[src/rtl/alu_spi_master_if.sv]
// ALU link types and the shared Spi bus (nss active-low selects, mosi, miso).
// MasterSpi drives nss/mosi and samples miso; SlaveSpi is the mirror view.
package alu_spi_pkg;
  localparam int REGISTER_SIZE = 8;
  localparam int NSS_WIDTH = 4;

  typedef enum logic [2:0] {
    OP_ADD = 3'd0,
    OP_SUB = 3'd1,
    OP_AND = 3'd2,
    OP_OR  = 3'd3,
    OP_XOR = 3'd4
  } Operation;

  typedef struct packed {
    logic [REGISTER_SIZE-1:0] op_2;
    logic [REGISTER_SIZE-1:0] op_1;
    Operation                 op_code;
  } AluPacket;
endpackage

interface Spi;
  import alu_spi_pkg::*;
  logic [NSS_WIDTH-1:0] nss;
  logic                 mosi;
  logic                 miso;

  modport MasterSpi (output nss, output mosi, input miso);
  modport SlaveSpi (input nss, input mosi, output miso);
endinterface

[src/rtl/alu_spi_master.sv]
// SPI master for the ALU link: sends {op_2, op_1, op_code} LSB first,
// waits for the slave send flag, receives the result LSB first.
module alu_spi_master
  import alu_spi_pkg::*;
#(
  parameter int NssPosition = 0,
  parameter int TimeoutCycles = 16
) (
  input  logic                     i_clock,
  input  logic                     i_reset,
  input  logic                     i_valid,
  input  Operation                 i_op_code,
  input  logic [REGISTER_SIZE-1:0] i_op_1,
  input  logic [REGISTER_SIZE-1:0] i_op_2,
  output logic                     o_ready,
  output logic                     o_valid,
  output logic [REGISTER_SIZE-1:0] o_result,
  output logic                     o_error,
  Spi.MasterSpi                    spi
);
  localparam int P = $bits(AluPacket);
  localparam int R = REGISTER_SIZE;
  localparam int CntMax = (P > TimeoutCycles) ? P : TimeoutCycles;
  localparam int CntW = $clog2(CntMax + 1);

  typedef enum logic [2:0] {
    S_IDLE,
    S_START,
    S_TRANSMIT,
    S_WAIT,
    S_RECEIVE,
    S_DONE
  } state_t;

  state_t          state_q, state_d;
  logic [CntW-1:0] bit_cnt_q, bit_cnt_d;
  logic [CntW-1:0] wait_cnt_q, wait_cnt_d;
  logic [P-1:0]    tx_q, tx_d;
  logic [R-1:0]    rx_q, rx_d;
  logic [R-1:0]    result_q, result_d;
  logic            error_q, error_d;
  logic            sel;
  logic            mosi;

  always_ff @(posedge i_clock or negedge i_reset) begin
    if (!i_reset) begin
      state_q    <= S_IDLE;
      bit_cnt_q  <= '0;
      wait_cnt_q <= '0;
      tx_q       <= '0;
      rx_q       <= '0;
      result_q   <= '0;
      error_q    <= 1'b0;
    end else begin
      state_q    <= state_d;
      bit_cnt_q  <= bit_cnt_d;
      wait_cnt_q <= wait_cnt_d;
      tx_q       <= tx_d;
      rx_q       <= rx_d;
      result_q   <= result_d;
      error_q    <= error_d;
    end
  end

  always_comb begin
    state_d    = state_q;
    bit_cnt_d  = bit_cnt_q;
    wait_cnt_d = wait_cnt_q;
    tx_d       = tx_q;
    rx_d       = rx_q;
    result_d   = result_q;
    error_d    = 1'b0;
    o_ready    = 1'b0;
    o_valid    = 1'b0;
    sel        = 1'b0;
    mosi       = 1'b0;
    unique case (state_q)
      S_IDLE: begin
        o_ready = 1'b1;
        if (i_valid) begin
          tx_d    = {i_op_2, i_op_1, i_op_code};
          state_d = S_START;
        end
      end
      S_START: begin
        sel       = 1'b1;
        mosi      = 1'b1;
        bit_cnt_d = '0;
        state_d   = S_TRANSMIT;
      end
      S_TRANSMIT: begin
        sel  = 1'b1;
        mosi = tx_q[0];
        tx_d = tx_q >> 1;
        if (bit_cnt_q == CntW'(P - 1)) begin
          bit_cnt_d  = '0;
          wait_cnt_d = '0;
          state_d    = S_WAIT;
        end else begin
          bit_cnt_d = bit_cnt_q + CntW'(1);
        end
      end
      S_WAIT: begin
        sel = 1'b1;
        // only a clean 1 is a send flag; x/z compare false
        if (spi.miso == 1'b1) begin
          bit_cnt_d = '0;
          state_d   = S_RECEIVE;
        end else if (wait_cnt_q == CntW'(TimeoutCycles - 1)) begin
          wait_cnt_d = '0;
          error_d    = 1'b1;
          state_d    = S_IDLE;
        end else begin
          wait_cnt_d = wait_cnt_q + CntW'(1);
        end
      end
      S_RECEIVE: begin
        sel  = 1'b1;
        // LSB arrives first, so after R shifts it sits at bit 0
        rx_d = {spi.miso, rx_q[R-1:1]};
        if (bit_cnt_q == CntW'(R - 1)) begin
          bit_cnt_d = '0;
          result_d  = rx_d;
          state_d   = S_DONE;
        end else begin
          bit_cnt_d = bit_cnt_q + CntW'(1);
        end
      end
      S_DONE: begin
        o_valid = 1'b1;
        state_d = S_IDLE;
      end
      default: state_d = S_IDLE;
    endcase
  end

  assign spi.nss  = sel ? ~(NSS_WIDTH'(1) << NssPosition) : '1;
  assign spi.mosi = mosi;
  assign o_result = result_q;
  assign o_error  = error_q;
endmodule

[src/flat_wrapper.sv]
// flat-port wrapper written by rule: the top's interface ports become plain ports
module alu_spi_master_flat import alu_spi_pkg::*;
#(
  parameter int NssPosition = 0,
  parameter int TimeoutCycles = 16
)
  (i_clock, i_reset, i_valid, i_op_code, i_op_1, i_op_2, o_ready, o_valid, o_result, o_error, spi_nss, spi_mosi, spi_miso);
  Spi spi_i ();
  input  logic i_clock;
  input  logic i_reset;
  input  logic i_valid;
  input  Operation i_op_code;
  input  logic [REGISTER_SIZE-1:0] i_op_1;
  input  logic [REGISTER_SIZE-1:0] i_op_2;
  output logic o_ready;
  output logic o_valid;
  output logic [REGISTER_SIZE-1:0] o_result;
  output logic o_error;
  output wire logic [$bits(spi_i.nss)-1:0] spi_nss;
  output wire logic [$bits(spi_i.mosi)-1:0] spi_mosi;
  input wire logic [$bits(spi_i.miso)-1:0] spi_miso;
  assign spi_nss = spi_i.nss;
  assign spi_mosi = spi_i.mosi;
  assign spi_i.miso = spi_miso;
  alu_spi_master #(.NssPosition(NssPosition), .TimeoutCycles(TimeoutCycles)) u_core (.i_clock(i_clock), .i_reset(i_reset), .i_valid(i_valid), .i_op_code(i_op_code), .i_op_1(i_op_1), .i_op_2(i_op_2), .o_ready(o_ready), .o_valid(o_valid), .o_result(o_result), .o_error(o_error), .spi(spi_i));
endmodule
[config.mk]
export PLATFORM = sky130hd
export DESIGN_NAME = alu_spi_master_flat
export DESIGN_NICKNAME = d
export VERILOG_FILES = /design/src/rtl/alu_spi_master_if.sv /design/src/rtl/alu_spi_master.sv /design/src/flat_wrapper.sv
export SDC_FILE = /design/constraint.sdc
export NUM_CORES = 1
export LEC_CHECK = 0
export ABC_CLOCK_PERIOD_IN_PS = 1840
export CAP_MARGIN = 20
export CORE_UTILIZATION = 50
export DETAILED_ROUTE_END_ITERATION = 8
export PLACE_DENSITY = 0.75
export RECOVER_POWER = 50
export SLEW_MARGIN = 15
export SYNTH_ARGS = -nofsm -noshare
export SYNTH_HDL_FRONTEND = slang
export SYNTH_SLANG_ARGS = --single-unit
[constraint.sdc]
create_clock -name i_clock -period 1.84 [get_ports i_clock]
set_input_delay 0.552 -clock i_clock [delete_from_list [all_inputs] [get_ports i_clock]]
set_output_delay 0.552 -clock i_clock [all_outputs]
set_load 0.02 [all_outputs]
======== After elaboration in Yosys (flattened, before gate mapping) ========
Index checks and enable logic that the tools add are counted.
storage, ports and cells
  register bits after elaboration ......... 49
  input bits .............................. 23
  output and inout bits ................... 16
  word-level logic and storage cells ...... 57
operators by class
  add/subtract/negate cells ............... 2
  equality and inequality tests ........... 14
  mux-type cells .......................... 24
  reductions and logical operators ........ 10
operators by type and width
  cell                                                    count
  case mux 19 bit (2 select lines)                        1
  2-to-1 mux 5 bit                                        6
  case mux 5 bit (4 select lines)                         1
  2-to-1 mux 19 bit                                       1
  2-to-1 mux 3 bit                                        5
  case mux 3 bit (5 select lines)                         1
  adder 5 x 1 -> 5 bit (second input constant)            2
  case mux 5 bit (2 select lines)                         1
  2-to-1 mux 1 bit                                        7
  == test 3 x 2 -> 1 bit (second input constant)          2
  == test 3 bit (second input constant)                   2
  inequality test 2 bit (second input constant)           3
  AND reduction 2 bit                                     3
  == test 5 x 3 -> 1 bit (second input constant)          1
  == test 5 x 4 -> 1 bit (second input constant)          1
  == test 5 bit (second input constant)                   1
  inequality test 2 x 1 -> 1 bit (second input constant)  2
  AND reduction 4 bit                                     1
  nonzero test 2 bit                                      2
  nonzero test 4 bit                                      1
  OR reduction 4 bit                                      1
  == test 3 x 1 -> 1 bit (second input constant)          1
  zero test 3 bit                                         1
  inequality test 3 x 2 -> 1 bit (second input constant)  1
  2 further kinds                                         2

======== Depth between registers and ports, before layout ========
Gate-level depths: netlist of run 1.
  word-level depth ........................ 4
  gate-level depth with buffers ........... 6
  depth with buffers taken out ............ 6

======== Worst setup path before layout of run 1 ========
No wires, ideal clock.
  kind .................................... register to output
  from .................................... reg u_core.state_q[1]
  to ...................................... out spi_nss[0]
  data arrival time ....................... 1434 ps
  required time ........................... 1288 ps
  slack ................................... -146 ps
  stages on the path, launching flop included .. 4
  buffers on the path ..................... 1
  cell sequence ........................... dfrtp_1 -> buf_2 -> nor3_1 -> or2_2
on the way
  cells in the longest elaborated chain, start to end .. 4
  elaborated cells on any way between the ends .. 7
  classes of those cells .................. 4 x eq/ne; 2 x mux; 1 x reduce/logical
ends and longest elaborated chain
  item                                            line                   source
  start, declared                                 alu_spi_master.sv:35   state_t state_q, state_d;
  start signal, assigned                          alu_spi_master.sv:55   state_q <= state_d;
  == test 3 x 1 -> 1 bit (tied with other cells)  alu_spi_master.sv:77   unique case (state_q)
  OR reduction 4 bit (no line) (*)                n/a
  2-to-1 mux 1 bit (*)                            alu_spi_master.sv:77
  2-to-1 mux 1 bit (*)                            alu_spi_master.sv:137  assign spi.nss = sel ? ~(NSS_WIDTH'(1) << NssPosition) : '1;
  end, declared                                   flat_wrapper.sv:19     output wire logic [$bits(spi_i.nss)-1:0] spi_nss;
Mark *: on every way between the ends. The rest lies on a longest branch, timed or not.

======== Final worst setup path of run 1 ========
  from .................................... reg u_core.state_q[1]
  to ...................................... out o_ready
on the way
  cells in the longest elaborated chain, start to end .. 2
ends and longest elaborated chain
  item              line                  source
  zero test 3 bit   alu_spi_master.sv:77
  2-to-1 mux 1 bit  alu_spi_master.sv:77
  end, declared     flat_wrapper.sv:15    output logic o_ready;
Every way passes these cells.

==> results of run 1 <==
[metrics by stage]
stage          cells  instance area (µm²)  util (%)  setup WS (ns)  TNS, ns
2_1_floorplan    222                 2280         -         0.0887        0
3_3_place_gp     315                 2790      64.0         -0.288    -2.30
3_5_place_dp     315                 2790      64.0         -0.303    -2.51
4_1_cts          323                 2860      65.7        -0.0750  -0.0812
5_1_grt          323                 2870      65.9         -0.113   -0.232
6_report         323                 2870      65.9        -0.0548  -0.0947
[logic make-up (layout without fill, tap and decap cells)]
logic type,after synthesis,in the layout,synth area share (%)
AOI/OAI and AO/OA,39,39,11.5
xor gates and xnor gates,1,1,0.386
adders and majority gates,3,3,1.66
buffers and inverters,17,66,4.03
DFF,48,48,53.0
muxes,16,16,7.95
other,1,3,0.165
and+or+nand+nor,95,95,21.4
[layout make-up]
class                      instances  area [µm²]
clock buffer                       6        72.6
multi-input combinational        157         990
fill                             363        1480
timing repair buffer              56         524
inverter                           3        11.3
tap                               52        65.1
clock inverter                     1        5.00
sequential                        48        1200
[critical path, cell delays in order (launching register included)]
cell and delay (ns):
dfrtp_1 0.43, nor3_2 0.32, clkdlybuf4s15_2 0.31
[path summary, 6_finish.rpt]
check | from | endpoint | depth (start not counted)
worst max-delay path | u_core.state_q[1]$_DFFE_PN0P_ | o_ready | 2
worst min-delay path | u_core.wait_cnt_q[4]$_DFFE_PN0P_ | u_core.wait_cnt_q[4]$_DFFE_PN0P_ | 1
worst max register to register | u_core.state_q[1]$_DFFE_PN0P_ | u_core.bit_cnt_q[4]$_DFFE_PN0P_ | 6
worst min register to register | u_core.wait_cnt_q[4]$_DFFE_PN0P_ | u_core.wait_cnt_q[4]$_DFFE_PN0P_ | 1
max in group asynchronous | i_reset | u_core.state_q[0]$_DFFE_PN0P_ | 2
min in group asynchronous | i_reset | u_core.tx_q[14]$_DFFE_PN0P_ | 2
[synth_stat cells, drive strengths merged, types with 2 or more instances]
| library cell | instances |
|---|---|
| a31oi | 12 |
| buf | 9 |
| o21ai | 5 |
| a21o | 3 |
| nand3b | 2 |
| dfrtp | 48 |
| nand3 | 5 |
| clkbuf | 5 |
| nor3b | 3 |
| nand2 | 35 |
| and2 | 2 |
| mux2 | 16 |
| ha | 3 |
| inv | 3 |
| or3b | 2 |
| o22ai | 8 |
| nor2 | 26 |
| nand2b | 2 |
| and4bb | 3 |
| a21oi | 4 |
| nor3 | 9 |
| a22o | 3 |
| o21a | 2 |
[flip-flops by register name, summed over array words and instances, names as in the netlist]
signal             cells
u_core.wait_cnt_q      5
u_core.o_error         1
u_core.state_q         3
u_core.bit_cnt_q       5
u_core.tx_q           19
u_core.rx_q            7
u_core.o_result        8
[metal layers]
| layer | part of all wire (%) | GRT usage [%] | up-vias |
|---|---|---|---|
| li1 | - | - | 866 |
| met1 | 48 | 26.6 | 823 |
| met2 | 46 | 30.5 | 43 |
| met3 | 4.5 | 4.80 | 6 |
| met4 | 1.5 | 6.80 | 0 |
| met5 | 0 | 0 | - |
[power by group through the flow]
stage	clock network, mW	logic (mW)	registers [mW]
final	0.566	1.93	1.68
after detailed placement	0	1.90	1.70
after global placement	0	1.86	1.68
after global routing	0.640	2.14	1.73
after CTS	0.601	1.90	1.68
after floorplan	0	1.32	1.64
[placed cells by master, fill, tap and decap left out, types with 5 or more instances in the layout]
master / instances
nor2_1: 26
clkdlybuf4s50_1: 25
nand3_1: 5
buf_4: 19
o22ai_1: 7
mux2_2: 16
nor3_1: 8
dfrtp_1: 47
nand2_1: 35
clkbuf_8: 5
o21ai_0: 5
dlymetal6s2s_1: 5
a31oi_1: 12
[timing repair]
| item | 4_1_cts | 5_1_grt |
|---|---|---|
| setup endpoints to repair | 4 | 10 |
| gates resized for setup | 17 | 9 |
| pin swaps | 0 | 2 |
| setup buffers | 1 | 0 |
==> flow_metrics.py, run 1 <==
metrics = {
    "outcome": {
        "outcome": "finished with violations",
        "violations": "negative setup slack",
    },
    "power_and_ir_drop": {
        "p_sw_share_pct": 36.6,
        "cell_internal_pwr_mw": 2.65,
        "combPwrFrac_pct": 46.2,
        "irDropWorstVdd_uv": 848,
        "finalPower_mw": 4.18,
        "pwr-share-seq_pct": 40.3,
        "clkPwrFrac_pct": 13.6,
        "p_switching_mw": 1.53,
        "leakage_nw": 1.38,
        "power_density_nw_per_um2": 1460,
    },
    "synth": {
        "synth_edf_count": 0,
        "yosys.area.top_type": "dfrtp_1",
        "ys.flop_type": "dfrtp_1",
        "yosysWarnings": 0,
        "synthDistinctLibCells": 39,
        "syn_area_um2": 2270,
        "ys_ff_latch": 48,
        "ys_seq_area_share_pct": 53.0,
        "async_flop_share_pct": 100,
        "ys_top_cells_by_area": "dfrtp_1 53%, mux2_2 7.9%, nand2_1 5.8%, nor2_1 4.3%, a31oi_1 3.3%",
        "syn_avg_cell_area_um2": 10.3,
        "yosysTopAreaCellShare_pct": 53.0,
        "postSynthCellCount": 220,
    },
    "clock_network": {
        "cts-htree-levels": 2,
        "clk_latency_ns": 0.29,
        "ctsHoldBuffers": 0,
        "numCtsBuffers": 5,
        "clock-root-buffer": "clkbuf_8",
        "clk_path_buf_depth": 2,
        "cts_tree": "built",
        "clk_pin_slew_ns": 0.08,
        "clock_sinks": 48,
    },
    "sta": {
        "grt_setup_unrepaired": "yes",
        "timing.hold.ws_ns": 0.492,
        "worst_pin_slew_ns": 1.18,
        "slew_headroom_pct": 21.1,
        "fin_ws_ns": -0.0548,
        "skew_ns": 0.00618,
        "hold_viol_final": 0,
        "max_freq_ghz": 0.528,
        "slew_viol_final": 0,
        "period_share_pct": 103,
        "period_minus_slack_ns": 1.89,
        "finalSetupViolCount": 2,
    },
    "floorplanning": {
        "start_util_pct": 52.1,
        "die_area_um2": 4810,
        "fp.dieH_um": 69.3,
        "fp.dieW_um": 69.3,
        "core_area_um2": 4350,
        "fp-row-count": 24,
        "io_pins": 39,
    },
    "global_route": {
        "grt_pass1_vias": 1666,
        "grt_start_max_net_pins": 49,
        "antenna_found_initial": 0,
        "grt_remaining_overflow": 0,
        "grt_first_pass_wirelength_mm": 7.43,
        "gr-usage-all-layers_pct": 19.5,
    },
    "cells_and_area": {
        "n_antenna_cell": 0,
        "drive_above_1_share_pct": 21.4,
        "layout.nets": 297,
        "area_growth_pct": 26.6,
    },
    "critical_path": {
        "end_kind": "output pin",
        "crit_fanout": 4,
        "arrival_ns": 1.34,
        "crit_required_ns": 1.29,
        "crit_type": "reg2out",
        "reg2reg_setup_slack_ns": 0.10,
        "start_kind": "flop",
    },
    "place": {
        "place_hpwl_mm": 2.96,
        "portBuffers": 35,
        "place_congestion": 0.779,
    },
    "route": {
        "wirelength_mm": 4.40,
        "drt_first_pass_iters": 4,
        "drcViolationCount": 0,
        "drt_iter0_markers": 92,
        "vias": 1738,
        "viasPerCell": 5.38,
        "wl_per_cell_um": 13.6,
        "ant_nets": 0,
    },
    "hold_path": {
        "hold_path.class": "reg2reg",
    },
    "flow_run": {
        "drv_cap": 0,
    },
}
Power figures use the tool's default switching activity.
==> inputs of run 2 (changes only) <==
CORE_UTILIZATION = 52   (was 50)
HOLD_SLACK_MARGIN = 0.15   (was not set)
PLACE_DENSITY = 0.78   (was 0.75)
==> run 2 against run 1 <==
The run still ends with negative setup slack left; sequential cell count did not move; clock-buffer cell count unchanged; sequential power about the same; worst hold slack worse by 0.0053 ns; largest power group unchanged.
==> flow_metrics.py, run 2 (synthesis gave the netlist of run 1 again) <==
metrics = {
    "critical_path": {
        "reg2reg_setup_slack_ns": 0.07,
        "crit_fanout": 5,
        "cp_slowest_cell": "dfrtp_2",
        "crit_required_ns": 1.29,
        "path_cells": "o21a_1, or2_4, buf_6",
        "arrival_ns": 1.31,
        "crit_type": "reg2out",
        "slowest_delay_ns": 0.45,
        "r2r-start": "u_core.state_q[0]$_DFFE_PN0P_",
        "r2r_end": "u_core.bit_cnt_q[3]$_DFFE_PN0P_",
        "end_kind": "output pin",
        "reg2regPathDepth": 6,
        "start_kind": "flop",
    },
    "power_and_ir_drop": {
        "power_density_nw_per_um2": 1510,
        "irDropWorstVdd_uv": 823,
        "p_switching_mw": 1.58,
        "pwr-share-seq_pct": 37.9,
        "p_sw_share_pct": 35.6,
        "leakage_nw": 1.44,
        "clkPwrFrac_pct": 17.6,
        "cell_internal_pwr_mw": 2.86,
        "combPwrFrac_pct": 44.5,
        "finalPower_mw": 4.44,
    },
    "route": {
        "vias": 1712,
        "wirelength_mm": 4.35,
        "wl_per_cell_um": 13.6,
        "viasPerCell": 5.35,
        "drcViolationCount": 0,
        "drt_first_pass_iters": 4,
        "ant_nets": 0,
        "drt_iter0_markers": 167,
    },
    "clock_network": {
        "cts_tree": "built",
        "clk_pin_slew_ns": 0.08,
        "numCtsBuffers": 5,
        "clk_path_buf_depth": 2,
        "clock_sinks": 48,
        "clock-root-buffer": "clkbuf_8",
        "cts-htree-levels": 2,
        "clk_latency_ns": 0.30,
    },
    "cells_and_area": {
        "layout.cells.most_common": "dfrtp_1",
        "layout.nets": 295,
        "area_growth_pct": 29.5,
        "largest_reg_flops": 19,
        "drive_above_1_share_pct": 23.0,
        "final_cell_mix": "46 x dfrtp_1, 35 x nand2_1, 25 x nor2_1, 22 x clkdlybuf4s50_1, 16 x mux2_2",
        "n_antenna_cell": 0,
        "final_cell_count_no_fill": 320,
        "top_register": "u_core.tx_q",
        "final_cell_area_um2": 2940,
    },
    "hold_path": {
        "hold_path.class": "reg2reg",
        "worstHoldStart": "u_core.wait_cnt_q[4]$_DFFE_PN0P_",
        "worstHoldPathCells": 1,
        "whs_endpoint": "u_core.wait_cnt_q[4]$_DFFE_PN0P_",
    },
    "outcome": {
        "outcome": "finished with violations",
        "violations": "negative setup slack",
    },
    "floorplanning": {
        "fp-row-count": 23,
        "io_pins": 39,
        "fp.dieW_um": 68.0,
        "start_util_pct": 55.5,
        "core_area_um2": 4090,
        "fp.dieH_um": 68.0,
        "die_area_um2": 4630,
    },
    "place": {
        "place_hpwl_mm": 3.01,
        "place_congestion": 0.815,
        "place_ws_ns": -0.317,
        "dp.cells": 310,
        "portBuffers": 35,
        "dpl-instance-area_um2": 2790,
    },
    "sta": {
        "max_freq_ghz": 0.537,
        "timing.hold.ws_ns": 0.487,
        "finalSetupViolCount": 2,
        "fin_ws_ns": -0.0235,
        "skew_ns": 0.00935,
        "slew_viol_final": 0,
        "slew_headroom_pct": 23.8,
        "grt_setup_unrepaired": "yes",
        "worst_pin_slew_ns": 1.14,
        "period_minus_slack_ns": 1.86,
        "period_share_pct": 101,
        "hold_viol_final": 0,
    },
    "global_route": {
        "grt_pass1_vias": 1669,
        "grt_remaining_overflow": 0,
        "antenna_found_initial": 0,
        "gr-usage-all-layers_pct": 21.7,
        "grt_start_max_net_pins": 49,
        "grt_first_pass_wirelength_mm": 7.27,
    },
    "flow_run": {
        "drv_cap": 0,
    },
}
[run 2: repair_timing]
action | CTS | global route
setup endpoints to repair | 4 | 14
pin swaps | 2 | 1
buffers inserted | 2 | 0
resized for setup | 24 | 15
hold buffers | 0 | 0
[run 2: through the flow]
| step | setup TNS [ns] | util (%) |
|---|---|---|
| 2_1_floorplan | 0 | - |
| 6_report | -0.0452 | 71.9 |
| 5_1_grt | -0.185 | 71.9 |
| 3_5_place_dp | -2.82 | 68.2 |
| 4_1_cts | -0.0855 | 71.7 |
| 3_3_place_gp | -2.21 | 68.2 |
[run 2: worst max path at each step]
stage                             startpoint  slack (ns)                              end
2_1_floorplan  u_core.state_q[1]$_DFFE_PN0P_        0.09                       spi_nss[0]
5_1_grt        u_core.state_q[0]$_DFFE_PN0P_       -0.10                         spi_mosi
4_1_cts        u_core.state_q[0]$_DFFE_PN0P_       -0.05                       spi_nss[0]
3_3_place_gp                        spi_miso       -0.28  u_core.bit_cnt_q[2]$_DFFE_PN0P_
6_report       u_core.state_q[0]$_DFFE_PN0P_       -0.02                       spi_nss[0]
3_5_place_dp                        spi_miso       -0.32  u_core.bit_cnt_q[4]$_DFFE_PN0P_
[run 2: critical path: cells and delay by family, from the launching register on]
| family | cells | cell delay [ns] |
|---|---|---|
| flops | 1 | 0.45 |
| compound gates | 1 | 0.21 |
| buf+inv | 1 | 0.13 |
| simple gates | 1 | 0.23 |
[run 2: power by group through the flow]
| stage | sequential, mW | combinational, mW | clock (mW) |
|---|---|---|---|
| after floorplan | 1.64 | 1.32 | 0 |
| after global placement | 1.68 | 1.85 | 0 |
| after detailed placement | 1.70 | 1.90 | 0 |
| after CTS | 1.68 | 1.97 | 0.805 |
| after global routing | 1.73 | 2.22 | 0.842 |
| final | 1.68 | 1.98 | 0.781 |
[run 2: final cells by class]
cell class | instances | area (µm²)
sequential | 48 | 1200
clock inverter | 2 | 38.8
multi-input combinational | 157 | 1000
fill | 305 | 1150
clock buffer | 6 | 82.6
inverter | 3 | 11.3
tap | 50 | 62.6
timing repair buffer | 54 | 534
[run 2: layer usage]
layer,part of all wire [%],global-route usage [%]
met5,0,0
met4,1.7,9.64
met1,45,25.5
met3,4.7,6.33
met2,48,36.6
